**config.mk**
```make
export PLATFORM = sky130hd
export DESIGN_NAME = mux8_arbiter
export DESIGN_NICKNAME = d
export VERILOG_FILES = /design/src/rtl/mux8_arbiter.sv
export SDC_FILE = /design/constraint.sdc
export NUM_CORES = 1
export LEC_CHECK = 0
export CAP_MARGIN = 40
export CORE_UTILIZATION = 55
export DETAILED_ROUTE_END_ITERATION = 12
export PLACE_DENSITY = 0.82
export SLEW_MARGIN = 20
export SYNTH_ARGS = -nofsm -noshare
export SYNTH_HDL_FRONTEND = slang
export SYNTH_SLANG_ARGS = --single-unit
```
**constraint.sdc**
```tcl
create_clock -name clk -period 5.3 [get_ports clk]
set_clock_uncertainty 0.15 [all_clocks]
set_input_delay 0.795 -clock clk [delete_from_list [all_inputs] [get_ports clk]]
set_output_delay 0.795 -clock clk [all_outputs]
set_load 0.005 [all_outputs]
```
**src/rtl/mux8_arbiter.sv**
```systemverilog
// ---------------------------------------------------------------------------
// mux8_arbiter
//
// Round-robin arbiter that shares one 8:1 bit-select mux between eight
// requesters. The binary select `s` goes to the mux. The one-hot `grant`
// goes back to the requesters.
//
// A grant is held while its requester keeps `req` high. When other
// requesters are waiting, the holder is pre-empted after MAX_HOLD cycles.
// On release the next winner is granted on the same edge, so there is no
// idle cycle between grants. The search restarts just above the previous
// holder.
//
// Parameters:
//   MAX_HOLD  maximum consecutive grant cycles under contention (1..15)
//   HOLD_W    hold counter width, 2**HOLD_W > MAX_HOLD
//
// Ports:
//   clk     in   1  rising-edge clock
//   rst     in   1  asynchronous, active-high reset
//   req     in   8  level-sensitive request lines, bit n = requester n
//   grant   out  8  registered one-hot grant, zero when idle
//   s       out  3  registered binary index of the granted requester
//   active  out  1  registered, high while a grant is held (== |grant)
// ---------------------------------------------------------------------------
module mux8_arbiter #(
  parameter int unsigned MAX_HOLD = 4,
  parameter int unsigned HOLD_W   = 4
) (
  input  logic       clk,
  input  logic       rst,
  input  logic [7:0] req,
  output logic [7:0] grant,
  output logic [2:0] s,
  output logic       active
);

  typedef enum logic {
    IDLE = 1'b0,
    BUSY = 1'b1
  } state_t;

  typedef struct packed {
    logic       found;
    logic [2:0] idx;
  } search_t;

  localparam logic [HOLD_W-1:0] HOLD_MAX = HOLD_W'(MAX_HOLD);
  localparam logic [HOLD_W-1:0] HOLD_ONE = HOLD_W'(1);

  state_t            state;
  logic [2:0]        ptr;
  logic [HOLD_W-1:0] hold_cnt;

  logic [2:0] search_start;
  logic [7:0] other_req;
  logic       hold_expired;
  logic       release_now;
  search_t    win;

  // Finds the first set bit of r, scanning upward from start and wrapping
  // modulo 8.
  // The vector is rotated so that `start` lands at bit 0. The lowest set
  // bit of the rotated vector is then the winner's offset from `start`.
  function automatic search_t rr_search(input logic [7:0] r,
                                        input logic [2:0] start);
    logic [15:0] doubled;
    logic [7:0]  rotated;
    search_t     res;
    doubled   = {r, r} >> start;
    rotated   = doubled[7:0];
    res.found = 1'b0;
    res.idx   = 3'd0;
    for (int k = 7; k >= 0; k--) begin
      if (rotated[k]) begin
        res.found = 1'b1;
        res.idx   = start + 3'(k);
      end
    end
    return res;
  endfunction

  // NOTE: every always_comb output gets a default before any branch, so a
  // missed path can never infer a latch.
  always_comb begin
    search_start = ptr;
    other_req    = req;
    other_req[s] = 1'b0;
    hold_expired = (hold_cnt == HOLD_MAX);
    release_now  = 1'b0;
    if (state == BUSY) begin
      // The holder is released when it drops its request, or when its hold
      // time is used up and somebody else is waiting.
      release_now  = !req[s] || (hold_expired && (other_req != 8'd0));
      // The search starts just above the releasing holder. The holder
      // therefore comes last, and it can win only when nobody else is
      // asking.
      search_start = s + 3'd1;
    end
    win = rr_search(req, search_start);
  end

  // NOTE: all state and output registers use non-blocking assignments, so
  // every register samples its inputs from before the edge.
  always_ff @(posedge clk or posedge rst) begin
    if (rst) begin
      state    <= IDLE;
      ptr      <= 3'd0;
      hold_cnt <= '0;
      grant    <= 8'd0;
      s        <= 3'd0;
      active   <= 1'b0;
    end else begin
      unique case (state)
        IDLE: begin
          if (win.found) begin
            state    <= BUSY;
            grant    <= 8'd1 << win.idx;
            s        <= win.idx;
            active   <= 1'b1;
            hold_cnt <= HOLD_ONE;
          end
        end

        BUSY: begin
          if (release_now) begin
            ptr <= s + 3'd1;
            if (win.found) begin
              // Back-to-back hand-over: the old grant drops and the new
              // grant rises on the same edge.
              grant    <= 8'd1 << win.idx;
              s        <= win.idx;
              hold_cnt <= HOLD_ONE;
            end else begin
              // Nobody is asking. `s` keeps its last value, so the mux
              // select does not move when the grant drops.
              state    <= IDLE;
              grant    <= 8'd0;
              active   <= 1'b0;
              hold_cnt <= '0;
            end
          end else if (!hold_expired) begin
            // The counter saturates. A sole requester can keep the grant
            // indefinitely, and it is pre-empted on the first edge after a
            // competitor appears.
            hold_cnt <= hold_cnt + HOLD_ONE;
          end
        end
      endcase
    end
  end

endmodule

```
==> out/metrics.yaml <==
cts_buffer_depth: 2
avgSynthCellArea_um2: 8.15
drtAntennaViolNets: 0
synth_cells: 307
synth.area.top_cells: "dfrtp_1 20%, nand3_1 6.0%, nor2_1 3.5%"
grt-ovfl-total: 0
num_antenna_cells: 0
hold_class: "reg -> reg"
rsz0062_at_grt: "no"
antenna_found_initial: 0
ys_seq_elements: 20
wl_um: 7070
std_cell_rows: 24
r2r-start: "s[0]"
critPathLaunchType: "flip-flop"
period_share: 0.767
critical_path_buf_inv_count: 0
cts_tree: "yes"
place.gp.congestion: 0.977
setup_viol: 0
post-cts-setup-buffers: 0
die_w_um: 69.4
synth_top_area_share: 0.200
crit_chain: "ha_1 -> xnor2_2 -> a21o_1 -> nand3_1 -> a21oi_1 -> a211oi_1 -> or4b_1 -> o2111a_1 -> o31ai_1"
crit_start: "s[0]"
yosysUniqueCellTypes: 81
slew_viol_final: 0
ys.flop_type: "dfrtp_1"
finalHoldViolCount: 0
setup_tns_ns: 0
fin_area_um2: 2710
syn-num-nets: 323
synth_warnings: 0
die_y_um: 69.4
critPathCaptureType: "flip-flop"
critPathMaxFanout: 18
vias_per_cell: 7.18
core_area_um2: 4350
synth_top_area_cell: "dfrtp_1"
maxClockFrequency_ghz: 0.246
cts.sinks: 20
synth_edf_count: 0
cts_hold_buf: 0
clk_pin_slew_worst_paths_ns: 0.07
cts_made_buffers: 3
pin_count: 22
drive_gt1_frac: 0.114
cts_resized: 0
grt_pass1_vias: 2439
grt_use_total: 0.294
layout_commonest_cell: "nand3_1"
die-area_um2: 4820
syn_to_final_growth_pct: 8.50
dp_hpwl_um: 4990
min_period_ns: 4.06
clkLatencyLatePin_ns: 0.26
first_pass_iters: 6
path_class: "reg -> reg"
drc_errors: 0
cap_violations: 0
hold_start: "grant[7]"
final_cell_mix: "30 x nand3_1, 23 x nor2_1, 21 x clkdlybuf4s50_1, 20 x dfrtp_1, 17 x a21oi_1"
nets: 324
grt_max_degree: 21
drtIter0Drc: 419
async_flop_share: 1.00
root_buffer: "clkbuf_8"
cp.arrival_ns: 4.07
numPortBuffers: 21
tightestPinTransition_ns: 0.744
critical_path_required_ns: 5.31
start_util: 0.574
avgRoutedWirePerCell_um: 19.7
relSlewSlack: 0.504
timing.critical_path.slowest_cell_delay_ns: 0.61
worst_path_max_delay_cell: "a21o_1"
dpl_cell_area_um2: 2640
num_vias: 2577
critical-path-top-delay-family: "compound AO/OA/AOI/OAI gates"
yosysSeqAreaShare: 0.200
status: "finished, final reports clean"
ctsHtreeMaxLevel: 1
grt_first_pass_wirelength_um: 11700
netlist_area_um2: 2500
==> final timing paths <==
check	endpoint	slack, ns	depth (start not counted)
setup / recovery	grant[5]	1.24	9
hold / removal	grant[7]	0.35	2
min in group asynchronous	hold_cnt[3]	0.80	2
setup reg to reg	grant[5]	1.24	9
max in group asynchronous	grant[0]	3.73	2
hold reg to reg	grant[7]	0.35	2
==> worst register-to-register path: stages, from the launching register on <==
cell and delay [ns]:
dfrtp_1 0.55, ha_1 0.35, xnor2_2 0.37, a21o_1 0.61, nand3_1 0.24, a21oi_1 0.44, a211oi_1 0.16, or4b_1 0.56
o2111a_1 0.21, o31ai_1 0.30
==> metal layers <==
layer	GRT usage	wire length [um]	up-vias
met5	0	0	-
met4	0.125	154	0
met3	0.0203	553	18
met2	0.485	3350	151
met1	0.399	3020	1223
li1	-	-	1185
==> cell usage after synthesis (6+ instances only) <==
| library cell | count |
|---|---|
| dfrtp_1 | 20 |
| a21oi_1 | 17 |
| and2_1 | 11 |
| clkbuf_1 | 13 |
| nor2_1 | 23 |
| mux2i_1 | 8 |
| nand3_1 | 30 |
| inv_1 | 7 |
| nand2_1 | 15 |
| o31ai_1 | 7 |
| ha_1 | 6 |
| o21ai_0 | 13 |
| nor3_1 | 10 |
| buf_2 | 8 |
==> sequential cells by signal, indices dropped and copies added, names as in the netlist <==
register / cells
s: 3
state: 1
grant: 8
hold_cnt: 4
active: 1
ptr: 3
==> per-stage QoR <==
stage	hold slack, ns	std cells	setup slack (ns)	utilization
after floorplan	0.322	307	2.17	-
after CTS	0.352	359	1.30	0.623
after global routing	0.378	359	1.04	0.623
after global placement	0.327	355	1.36	0.607
after detailed placement	0.328	355	1.32	0.607
final	0.348	359	1.24	0.623
==> kinds of logic (layout without fill, tap and decap cells) <==
| family | Yosys count | in the layout | share of synthesized area |
|---|---|---|---|
| simple gates | 121 | 121 | 0.267 |
| xor+xnor | 3 | 3 | 0.0135 |
| compound gates | 106 | 106 | 0.338 |
| fa+ha+maj | 6 | 6 | 0.0300 |
| flops | 20 | 20 | 0.200 |
| buf+inv | 35 | 35 | 0.0695 |
| mux | 16 | 16 | 0.0815 |
==> area by class of cell <==
class / count / area (um2)
Multi-Input combinational cell: 252 / 1830
Fill cell: 374 / 1640
Sequential cell: 20 / 500
Timing Repair Buffer: 21 / 210
Tap cell: 52 / 65.1
Clock buffer: 3 / 41.3
Inverter: 10 / 40.0
Clock inverter: 1 / 30.0
Power is not shown: default switching activity piles up to over one toggle a cycle in this logic, so the estimate is an artifact.
